===== src/rtl/free_running_timer.sv =====
// free_running_timer
//   Programmable free-running tick generator. An up-counter runs from 0 to the
//   run-time limit max_cnt and then wraps to 0. A registered one-clock tick is
//   emitted on every wrap, so the tick period is max_cnt+1 enabled cycles.
//   Holding enable low freezes the counter, so no phase is lost, and the tick
//   is suppressed for that time.
module free_running_timer #(
  parameter int WIDTH = 8
) (
  input  logic             clk,
  input  logic             reset,    // asynchronous, active-low
  input  logic             enable,
  input  logic [WIDTH-1:0] max_cnt,
  output logic             tick
);

  logic [WIDTH-1:0] count_q;
  logic [WIDTH-1:0] count_d;
  logic             tick_q;
  logic             tick_d;

  // Next-state logic. The compare is ">=" rather than "==" on purpose. If
  // max_cnt is lowered below the current count, the counter wraps on the next
  // enabled edge instead of running on to 2^WIDTH.
  always_comb begin
    count_d = count_q;
    tick_d  = 1'b0;
    if (enable) begin
      if (count_q >= max_cnt) begin
        count_d = '0;
        tick_d  = 1'b1;
      end else begin
        count_d = count_q + WIDTH'(1);
      end
    end
  end

  // State register. Reset clears count and tick at once, without a clock edge.
  always_ff @(posedge clk or negedge reset) begin
    if (!reset) begin
      count_q <= '0;
      tick_q  <= 1'b0;
    end else begin
      count_q <= count_d;
      tick_q  <= tick_d;
    end
  end

  assign tick = tick_q;

endmodule


===== config.mk =====
export PLATFORM = sky130hd
export DESIGN_NAME = free_running_timer
export DESIGN_NICKNAME = d
export VERILOG_FILES = /design/src/rtl/free_running_timer.sv
export SDC_FILE = /design/constraint.sdc
export NUM_CORES = 1
export LEC_CHECK = 0
export CELL_PAD_IN_SITES_DETAIL_PLACEMENT = 1
export CELL_PAD_IN_SITES_GLOBAL_PLACEMENT = 2
export CORE_MARGIN = 1.5
export CORE_UTILIZATION = 30
export DETAILED_ROUTE_END_ITERATION = 8
export PLACE_DENSITY_LB_ADDON = 0.1
export SKIP_LAST_GASP = 1
export SLEW_MARGIN = 5
export SYNTH_ARGS = -nofsm -noshare
export SYNTH_HDL_FRONTEND = slang
export SYNTH_SLANG_ARGS = --single-unit

===== constraint.sdc =====
create_clock -name clk -period 4.1 [get_ports clk]
set_input_delay 0.82 -clock clk [delete_from_list [all_inputs] [get_ports clk]]
set_output_delay 0.82 -clock clk [all_outputs]
set_load 0.005 [all_outputs]

# Yosys cells after proc, flatten, opt, wreduce, memory -nomap -nowiden
# Index checks and enable logic that the tools add are counted.
totals:
  inputBits: 11
  regBits: 9
  output_inout_bits: 1
  word_cells: 7
classes:
  addsub: 1
  mux: 3
  order_cmp: 1
op_table:
  columns: ["op", "n"]
  rows:
  - ["$add A8 B1 Y8 const B", 1]
  - ["$ge A8 B8 Y1", 1]
  - ["$mux W8", 1]
  - ["$mux W1", 2]

# Logic depth before layout (Yosys ltp)
depth:
  depth_word: 3
  depth_mapped: 7
  depth_no_buf: 7

# Least setup slack after synthesis
# OpenSTA, ideal clock, no wires.
synth_timing:
  path_type: "input port to flip-flop"
  startpoint: "input port max_cnt[2]"
  endpoint: "register count_q[4]"
  setup_slack_ns: 1.964
  t_required_ns: 4.018
  path_buffers: 0
  setup_time_ns: 0.082
  arrival_ns: 2.054
  cell_stages: 7
  path_cell_list: "inv_1 ha_1 a211oi_1 o21ai_1 a211oi_4 nand2_1 o22ai_1"
synth_between:
  elab_chain_cells: 2
synth_rtl:
  columns: ["item", "line", "rtl"]
  rows:
  - ["from (decl)", "13", "input logic [WIDTH-1:0] max_cnt,"]
  - ["$ge A8 B8 Y1", "29", "if (count_q >= max_cnt) begin"]
  - ["$mux W8", "29", null]
  - ["to (signal assigned)", "44", "count_q <= count_d;"]
  - ["to (decl)", "17", "logic [WIDTH-1:0] count_q;"]
# Every way passes these cells.
# A chain may end at the register's enable or synchronous reset.

# Final worst setup path
# Ends and elaborated chain as after synthesis.

==> summary.md <==
| Metric | Value |
|---|---|
| P&R area growth vs syn | 26.8% |
| Final Wtd Congestion | 0.682 |
| Number of levels in the clock H-tree | 1 |
| TritonCTS clock tree | yes |
| Setup Total Neg Slack | 0 ps |
| Met1 Wirelength | 618 um |
| Number of sinks driven by the clock tree | 9 |
| Final Instance Area | 788 um^2 |
| Fin. Hold Viols | 0 |
| Final-layout fill cell count | 254 |
| Hold bufs inserted after CTS | 0 |
| Combined flip-flop and latch cell area | 225 um^2 |
| Clock latency at the later pin of the worst-skew pair | 260 ps |
| Iteration count of the initial detailed-routing pass | 1 |
| Pwr per Cell Area | 456 mW/mm^2 |
| Clock Skews | 5.35 ps |
| Amount of wire on met3 after detailed routing | 49 um |
| Instance count of the mapped netlist | 71 |
| Antenna diode count | 0 |
| Via count of the first global-routing pass | 542 |
| Post-Syn Area per Cell | 8.76 um^2 |
| Hold Path Stages | 2 |
| Vias per cell | 4.71 |
| Post-detailed-route DRC marker count | 0 |
| Static power due to leakage | 0.386 nW |
| Status | finished, final reports clean |
| Fin crit share | 60.6% |
| # rows | 16 |
| Number of vias in the routed layout | 528 |
| Master of the slowest instance on the critical path | sky130_fd_sc_hd__clkdlybuf4s50_1 |
| Number of setup violations in the final report | 0 |
| Pin count of the biggest net entering global routing | 12 |
| Setup slack after placement | 1320 ps |
| Maximum net fanout on the critical path | 7 |
| Mapped cell area | 622 um^2 |
| Number of I/O pins | 12 |
| Highest-count cells in the layout ignoring fill and taps | sky130_fd_sc_hd__inv_1, sky130_fd_sc_hd__clkdlybuf4s50_1, sky130_fd_sc_hd__nor2_1, sky130_fd_sc_hd__ha_1, sky130_fd_sc_hd__dfrtp_1 |
| Worst slew margin | 71.9% |
| DRC violation total after the first TritonRoute iteration | 0 |
| Clock transition at the registers of the reported paths | 60 ps |
| Number of nets in the layout | 106 |
| Most common cell after layout, fill and taps aside | sky130_fd_sc_hd__inv_1 |
| Critical path, cell by cell | clkdlybuf4s50_1, inv_1, ha_1, a211oi_1, o21ai_1, a211oi_4, nand2_1, o22ai_1 |
| DIE AREA | 0.00236 mm^2 |
| Synthesis-stage register bit count | 9 |
| CP Data Required Time | 4280 ps |
| Achievable Freq | 403 MHz |
| Global-route congestion overflow total | 0 |
| Final max-slew violation count | 0 |
| Number of buffers inserted by post-CTS setup repair | 0 |
| Tightest Pin Transition | 420 ps |
| # Max-Cap Violations | 0 |
| Die boundary height | 48.5 um |
| Hold crit path type | reg -> reg |
| DP Area | 762 um^2 |
| Area occupied by multi-input gates | 348 um^2 |
| Total routed wirelength | 1.33 mm |
| Total of buffers placed on input and output ports | 11 |
| Amount of wire on met2 after detailed routing | 623 um |
| Sequential fraction of the synthesis area | 36.2% |
| Worst voltage drop across the vdd grid | 0.000222 V |
| Type of the worst setup path | in -> reg |
| Root Buffer | sky130_fd_sc_hd__clkbuf_4 |
| Wire length of the first global-routing pass | 2.41 mm |
| Final routed wire length divided by cell count | 11.9 um |
| Maximum clock path buffer count | 2 |
| Detailed Place HPWL | 1.10 mm |
| Initial Utilization | 31.7% |
| Syn_nets | 91 |
| Share of final-layout standard cells stronger than drive strength 1 | 4.71% |
| Number of distinct standard cells referenced by the synthesized netlist | 21 |
| Core region area | 0.00196 mm^2 |
| Number of gates resized after CTS | 0 |
| DIE WIDTH | 48.5 um |
| Number of warnings reported in the yosys synthesis log | 0 |
| Arrival time at the worst endpoint | 2670 ps |
| Initial antenna violation count | 0 |
| Combined global-route utilization of all metal layers | 13.5% |
| Worst setup margin | 1620 ps |
| Top sig layer | met4 |
| Worst Setup Start Kind | input port |
| CP endpoint kind | flop |
| Min Tclk post-route | 2480 ps |
| Depth of the most critical reg-to-reg path | 6 |
| Maximum cell stage delay along the critical path | 460 ps |
| RSZ-0062 raised after global routing | false |
| Number of CTS-inserted buffers | 3 |
| Antenna-violating nets left | 0 |
## cell families (layout without fill, tap and decap cells)
group	count (synthesis)	after routing	share of synthesized area, %
simple gates	24	24	18.1
buf+inv	13	27	7.85
compound gates	12	12	13.9
fa+ha+maj	9	9	18.1
flops	9	9	36.2
xor+xnor	3	3	4.23
mux	1	1	1.61
## synthesized netlist by cell type
cell / number / area, um^2
sky130_fd_sc_hd__inv_1: 12 / 45.0
sky130_fd_sc_hd__dfrtp_1: 9 / 225
sky130_fd_sc_hd__ha_1: 9 / 113
sky130_fd_sc_hd__nor2_1: 9 / 33.8
sky130_fd_sc_hd__nand3_1: 5 / 25.0
sky130_fd_sc_hd__o21ai_0: 5 / 25.0
sky130_fd_sc_hd__nand2_1: 3 / 11.3
sky130_fd_sc_hd__a211oi_1: 2 / 15.0
sky130_fd_sc_hd__a21boi_1: 2 / 15.0
sky130_fd_sc_hd__nand4_1: 2 / 12.5
sky130_fd_sc_hd__nor2b_1: 2 / 12.5
sky130_fd_sc_hd__xnor2_1: 2 / 17.5
sky130_fd_sc_hd__a211oi_4: 1 / 20.0
sky130_fd_sc_hd__and3_1: 1 / 6.26
sky130_fd_sc_hd__clkbuf_1: 1 / 3.75
sky130_fd_sc_hd__mux2i_1: 1 / 10.0
sky130_fd_sc_hd__nand2b_1: 1 / 6.26
sky130_fd_sc_hd__nor3_1: 1 / 5.00
sky130_fd_sc_hd__o21ai_1: 1 / 5.00
sky130_fd_sc_hd__o22ai_1: 1 / 6.26
sky130_fd_sc_hd__xor2_1: 1 / 8.76
## report_power, final
part | switching (mW) | internal (mW) | leakage [nW]
combinational | 0.0741 | 0.0668 | 0.256
sequential | 0.0328 | 0.117 | 0.115
clock | 0.0317 | 0.0376 | 0.0150
## path summary, 6_finish.rpt
path	startpoint	slack (ps)	to
max in group asynchronous	reset	2950	count_q[5]$_DFFE_PN0P_
hold reg to reg	count_q[7]$_DFFE_PN0P_	560	count_q[7]$_DFFE_PN0P_
setup / recovery	max_cnt[2]	1620	count_q[4]$_DFFE_PN0P_
setup reg to reg	count_q[2]$_DFFE_PN0P_	2230	count_q[4]$_DFFE_PN0P_
min in group asynchronous	reset	850	count_q[1]$_DFFE_PN0P_
hold / removal	count_q[7]$_DFFE_PN0P_	560	count_q[7]$_DFFE_PN0P_
## state kept, by name, indices dropped and copies added (netlist names)
name and flops:
tick 1, count_q 8
## layout make-up
cell class | instances | share of cell area [%]
tap | 27 | 4.29
clock buffer | 4 | 3.33
multi-input combinational | 49 | 44.1
sequential | 9 | 28.6
timing repair buffer | 11 | 14.0
inverter | 12 | 5.71
## routing by layer
metal,global-route usage [%],vias up
li1,-,267
met1,16.9,246
met2,20.4,10
met3,3.09,5
met4,10.0,0
met5,0,-
## worst max-delay path: cells and delay by family
family          cells  cell delay [ps]
simple gates        1              120
compound gates      4              930
fa+ha+maj           1              300
buf+inv             2              500
## stage by stage
| stage | power (mW) | utilization, % | std cells | hold WS [ps] |
|---|---|---|---|---|
| after detailed placement | 0.296 | 38.8 | 108 | 559 |
| after floorplan | 0.246 | - | 71 | 509 |
| final | 0.360 | 40.2 | 112 | 564 |
| after global placement | 0.293 | 38.8 | 108 | 559 |
| after CTS | 0.369 | 40.2 | 112 | 573 |
| after global routing | 0.400 | 40.2 | 112 | 600 |
Note: power is estimated with default switching activity, not from simulation.
